[config.mk]
export PLATFORM = sky130hd
export DESIGN_NAME = writeback_arbiter
export DESIGN_NICKNAME = d
export VERILOG_FILES = /design/src/rtl/writeback_arbiter.sv
export SDC_FILE = /design/constraint.sdc
export NUM_CORES = 1
export LEC_CHECK = 0
export CAP_MARGIN = 10
export CORE_ASPECT_RATIO = 1.1
export CORE_UTILIZATION = 57
export DETAILED_ROUTE_END_ITERATION = 6
export PLACE_DENSITY_LB_ADDON = 0.3
export SLEW_MARGIN = 10
export SYNTH_ARGS = -nofsm -noshare
export SYNTH_HDL_FRONTEND = slang
export SYNTH_SLANG_ARGS = --single-unit
[constraint.sdc]
create_clock -name clk_i -period 6.8 [get_ports clk_i]
set_clock_uncertainty 0.1 [all_clocks]
set_input_delay 0.68 -clock clk_i [delete_from_list [all_inputs] [get_ports clk_i]]
set_output_delay 0.68 -clock clk_i [all_outputs]
set_load 0.005 [all_outputs]
[src/rtl/writeback_arbiter.sv]
// Writeback arbiter: merges pipeline and long-latency results into one registered register-file write per cycle.
// Optional feature macro: WB_BYPASS_EN adds rs1/rs2 hit outputs so decode can forward the write-port value.
module writeback_arbiter #(
  parameter int unsigned FIFO_DEPTH   = 4,
  parameter int unsigned STARVE_LIMIT = 8
) (
  input  logic                        clk_i,
  input  logic                        resetn_i,
  input  logic                        pipeValid_i,
  input  logic [5:0]                  pipeId_i,
  input  logic [31:0]                 pipeData_i,
  output logic                        pipeStall_o,
  input  logic                        mcValid_i,
  input  logic [5:0]                  mcId_i,
  input  logic [31:0]                 mcData_i,
  output logic                        mcReady_o,
  output logic [$clog2(FIFO_DEPTH):0] mcPending_o,
`ifdef WB_BYPASS_EN
  input  logic [5:0]                  rs1Id_i,
  input  logic [5:0]                  rs2Id_i,
  output logic                        rs1Hit_o,
  output logic                        rs2Hit_o,
`endif
  output logic [5:0]                  rdId_o,
  output logic [31:0]                 rdData_o
);

  localparam int unsigned PTR_W = $clog2(FIFO_DEPTH);
  localparam int unsigned CNT_W = PTR_W + 1;
  localparam int unsigned SC_W  = $clog2(STARVE_LIMIT + 1);

  localparam logic [CNT_W-1:0] DEPTH_C = CNT_W'(FIFO_DEPTH);
  localparam logic [SC_W-1:0]  LIMIT_C = SC_W'(STARVE_LIMIT);

  typedef enum logic [1:0] {
    GRANT_NONE,
    GRANT_PIPE,
    GRANT_FIFO
  } grant_e;

  typedef struct packed {
    logic [5:0]  id;
    logic [31:0] data;
  } entry_t;

  entry_t           mem_q [FIFO_DEPTH];
  logic [PTR_W-1:0] wrPtr_q, wrPtr_d;
  logic [PTR_W-1:0] rdPtr_q, rdPtr_d;
  logic [CNT_W-1:0] count_q, count_d;
  logic [SC_W-1:0]  starve_q, starve_d;
  logic             stall_q, stall_d;
  logic [5:0]       rdId_q, rdId_d;
  logic [31:0]      rdData_q, rdData_d;

  logic   fifoEmpty;
  logic   fifoFull;
  logic   push;
  logic   pop;
  logic   pipeKeep;
  entry_t head;
  grant_e grant;

  // Handshake still completes for x0/F0 results; they are simply never enqueued.
  always_comb begin
    fifoEmpty = (count_q == '0);
    fifoFull  = (count_q == DEPTH_C);
    mcReady_o = resetn_i && !fifoFull;
    push      = mcValid_i && mcReady_o && (mcId_i[4:0] != 5'd0);
    pipeKeep  = pipeValid_i && (pipeId_i[4:0] != 5'd0);
    head      = mem_q[rdPtr_q];
  end

  always_comb begin
    grant = GRANT_NONE;
    if (stall_q) begin
      if (!fifoEmpty) begin
        grant = GRANT_FIFO;
      end
    end else if (pipeKeep) begin
      grant = GRANT_PIPE;
    end else if (!fifoEmpty) begin
      grant = GRANT_FIFO;
    end
  end

  always_comb begin
    pop      = (grant == GRANT_FIFO);
    rdId_d   = 6'd0;
    rdData_d = 32'h0;
    case (grant)
      GRANT_PIPE: begin
        rdId_d   = pipeId_i;
        rdData_d = pipeData_i;
      end
      GRANT_FIFO: begin
        rdId_d   = head.id;
        rdData_d = head.data;
      end
      default: begin
      end
    endcase

    wrPtr_d = push ? wrPtr_q + PTR_W'(1) : wrPtr_q;
    rdPtr_d = pop ? rdPtr_q + PTR_W'(1) : rdPtr_q;
    count_d = count_q + CNT_W'(push) - CNT_W'(pop);

    // The stall cycle always pops, which clears the counter and drops the stall again.
    if (pop || fifoEmpty) begin
      starve_d = '0;
    end else if (starve_q == LIMIT_C) begin
      starve_d = starve_q;
    end else begin
      starve_d = starve_q + SC_W'(1);
    end
    stall_d = (starve_d == LIMIT_C);
  end

  always_ff @(posedge clk_i) begin
    if (!resetn_i) begin
      wrPtr_q  <= '0;
      rdPtr_q  <= '0;
      count_q  <= '0;
      starve_q <= '0;
      stall_q  <= 1'b0;
      rdId_q   <= 6'd0;
      rdData_q <= 32'h0;
    end else begin
      wrPtr_q  <= wrPtr_d;
      rdPtr_q  <= rdPtr_d;
      count_q  <= count_d;
      starve_q <= starve_d;
      stall_q  <= stall_d;
      rdId_q   <= rdId_d;
      rdData_q <= rdData_d;
    end
  end

  // Storage needs no reset: the count alone decides which entries are live.
  always_ff @(posedge clk_i) begin
    if (push) begin
      mem_q[wrPtr_q] <= '{id: mcId_i, data: mcData_i};
    end
  end

  assign pipeStall_o = stall_q;
  assign mcPending_o = count_q;
  assign rdId_o      = rdId_q;
  assign rdData_o    = rdData_q;

`ifdef WB_BYPASS_EN
  assign rs1Hit_o = (rs1Id_i == rdId_q) && (rdId_q[4:0] != 5'd0);
  assign rs2Hit_o = (rs2Id_i == rdId_q) && (rdId_q[4:0] != 5'd0);
`else
  // Without the bypass, decode must stall one cycle when it reads the ID being written.
`endif

endmodule

==> impl_metrics.py <==
metrics = {
    "outcome": {
        "status": "finished with violations",
        "violations": "design-rule violations",
    },
    "route": {
        "wire_per_inst_um": 21.1,
        "postRouteAntennaNets": 0,
        "drc_errors": 7,
        "totalWireLength_um": 15700,
        "firstDrtPassIters": 7,
        "drt_iter0_markers": 334,
        "viasPerCell": 5.77,
        "vias": 4283,
    },
    "power_and_ir_drop": {
        "clockPowerShare_pct": 36.0,
        "powerDensity_nw_per_um2": 337,
        "swShare_pct": 23.2,
        "intPower_mw": 2.50,
        "p_leak_nw": 3.20,
        "combPwrFrac_pct": 17.3,
        "p_seq_share_pct": 46.6,
        "ir_worst_vdd_uv": 238,
        "p_switching_mw": 0.754,
    },
    "final_layout": {
        "fillers": 741,
        "fin_nets": 660,
        "most-common-layout-cells": "edfxtp_1 (152), clkdlybuf4s50_1 (121), dfxtp_1 (50)",
        "syn2layout_area_growth_pct": 26.4,
        "design_area_um2": 9650,
        "drive_above_1_share_pct": 13.7,
        "multiInputGateArea_um2": 1850,
        "stdcell_count": 742,
        "diodes": 0,
        "regArea_um2": 5610,
        "final_common_cell": "edfxtp_1",
    },
    "synthesis": {
        "mappedNetlistArea_um2": 7630,
        "synth-simple-area-share_pct": 6.83,
        "ys_async_sr_fraction_pct": 0,
        "synth-seq-cells": 204,
        "ys_seq_area_share_pct": 73.4,
        "muxShareOfSynthArea_pct": 11.6,
        "synth_compound_area_share_pct": 3.82,
        "synth-adder-area-share_pct": 1.57,
        "synth_cell_type_count": 37,
        "synth_xor_area_share_pct": 0.344,
        "synthCells": 448,
        "synth_edf_count": 152,
        "synth_top_family_by_area": "multiplexers",
        "ys_warn_count": 0,
        "syn_nets": 537,
        "syn_area_per_cell_um2": 17.0,
        "ys.flop_type": "edfxtp_1",
    },
    "global_routing": {
        "grt_pass1_vias": 4487,
        "grt_usage_pct": 23.4,
        "gr-total-overflow": 0,
        "grt_antenna_before_repair": 0,
        "grt_pass1_wl_um": 24100,
        "grt_max_degree": 70,
    },
    "worst_setup_path": {
        "timing.critical_path.arrival_ps": 2190,
        "critical_path_class": "primary input to primary output",
        "critPathRequiredTime_ps": 6020,
        "worstSetupStartpointType": "primary input",
        "endpoint_kind": "primary output",
        "cp_max_fo": 49,
    },
    "place": {
        "gp_congestion": 0.721,
        "dpl_cell_area_um2": 8930,
        "hpwl_um": 8870,
        "io_buffers": 122,
        "dp_slack_ps": 3400,
        "dpl.cell_count": 706,
    },
    "job": {
        "cap_violations": 0,
    },
    "sta": {
        "finalCritPeriodShare_pct": 43.7,
        "worst_pin_slew_ps": 1070,
        "min_period_ps": 2970,
        "final_max_slew_viol_count": 0,
        "final_hold_viol_count": 0,
        "relSlewSlack_pct": 29.0,
        "tns_ps": 0,
        "setup_ws_ps": 3830,
        "whs_ps": 382,
        "rsz0062_at_grt": "no",
        "setup_viol": 0,
        "fmax_ghz": 0.336,
    },
    "cts": {
        "cts.clk_slew.worst_paths_ps": 60,
        "ctsHoldBuffers": 0,
        "clock_sinks": 204,
        "numCtsBuffers": 20,
        "root_buffer": "clkbuf_16",
        "cts_tree": "yes",
        "htree_num_levels": 1,
        "clk_latency_ps": 480,
        "clock_path_buffers": 3,
        "cts_setup_buffers": 0,
        "cts_resized": 0,
    },
    "floorplan": {
        "core.rowCount": 43,
        "ios": 123,
        "fp.dieW_um": 112,
        "coreArea_um2": 12900,
        "start_util_pct": 59.4,
        "dieArea_um2": 13900,
        "fp.dieH_um": 123,
    },
    "worst_hold_path": {
        "hp-class": "register to register",
    },
}
[worst max-delay path: stages]
cell             delay [ps]
buf_2                   640
a21boi_0                310
clkdlybuf4s50_1         550
[kinds of logic after synthesis]
group,count (synthesis)
AND/OR/NAND/NOR,108
flip-flops,204
adder cells (fa/ha/maj),9
multiplexers,41
AO/OA/AOI/OAI,48
XOR/XNOR,3
buffers and inverters,35
[area by class of cell]
| type | count | share of cell area, % |
|---|---|---|
| multi-input cells | 209 | 19.2 |
| clock inverters | 8 | 1.45 |
| clock buffers | 28 | 5.93 |
| repair buffers | 125 | 12.8 |
| inverters | 11 | 0.428 |
| flip-flops and latches | 204 | 58.1 |
| well taps | 157 | 2.04 |
[registers in the layout, summed over array words and instances, names as in the netlist, named ones only]
register     count
rdPtr_q          2
wrPtr_q          2
mem_q          152
rdData_o        32
mcPending_o      3
starve_q         4
pipeStall_o      1
rdId_o           6
[metal layers]
metal  routed length (um)  part of all wire, %  global-route usage, %
met1                 5970                   38                   27.7
met3                  869                  5.5                   3.33
met5                    0                    0                      0
met4                  407                  2.6                   8.67
met2                 8440                   54                   44.0
[metrics by stage]
| step | util, % | total power, mW |
|---|---|---|
| 2_1_floorplan | - | 1.87 |
| 3_3_place_gp | 69.5 | 2.08 |
| 3_5_place_dp | 69.5 | 2.10 |
| 4_1_cts | 75.0 | 3.28 |
| 5_1_grt | 75.0 | 3.38 |
| 6_report | 75.0 | 3.25 |
[power groups by stage]
stage	clock [mW]	combinational, mW	sequential (mW)
after global placement	0	0.546	1.53
final	1.17	0.564	1.52
after CTS	1.19	0.573	1.52
after floorplan	0	0.340	1.53
after global routing	1.24	0.613	1.53
after detailed placement	0	0.559	1.54
[cells in the mapped netlist (all sizes together), types with 2 or more instances]
cell    instances  share of area (%)
a21boi          3               0.29
buf            15                1.4
inv            11               0.54
ha              8                1.3
a21oi           2               0.28
a32o            3               0.39
clkbuf          9               0.44
o31ai           2               0.20
nand2          43                2.1
xor2            2               0.23
nor3b           2               0.20
nand3          34                2.2
mux4           38                 11
or3             2               0.16
dfxtp          52                 14
nand2b          3               0.25
nor2            8               0.39
o21ai          35                2.3
and2           10               0.82
nor2b           2               0.26
mux2i           3               0.39
edfxtp        152                 60
[final timing paths]
path / from / to / slack (ps) / cells past startpoint
worst min register to register: rdPtr_q[1] / register / 380 / 2
worst max-delay path: resetn_i / mcReady_o / 3830 / 3
worst min-delay path: rdPtr_q[1] / register / 380 / 2
worst max register to register: mcPending_o[1] / pipeStall_o / 4190 / 5
(Power assumes the default switching activity.)
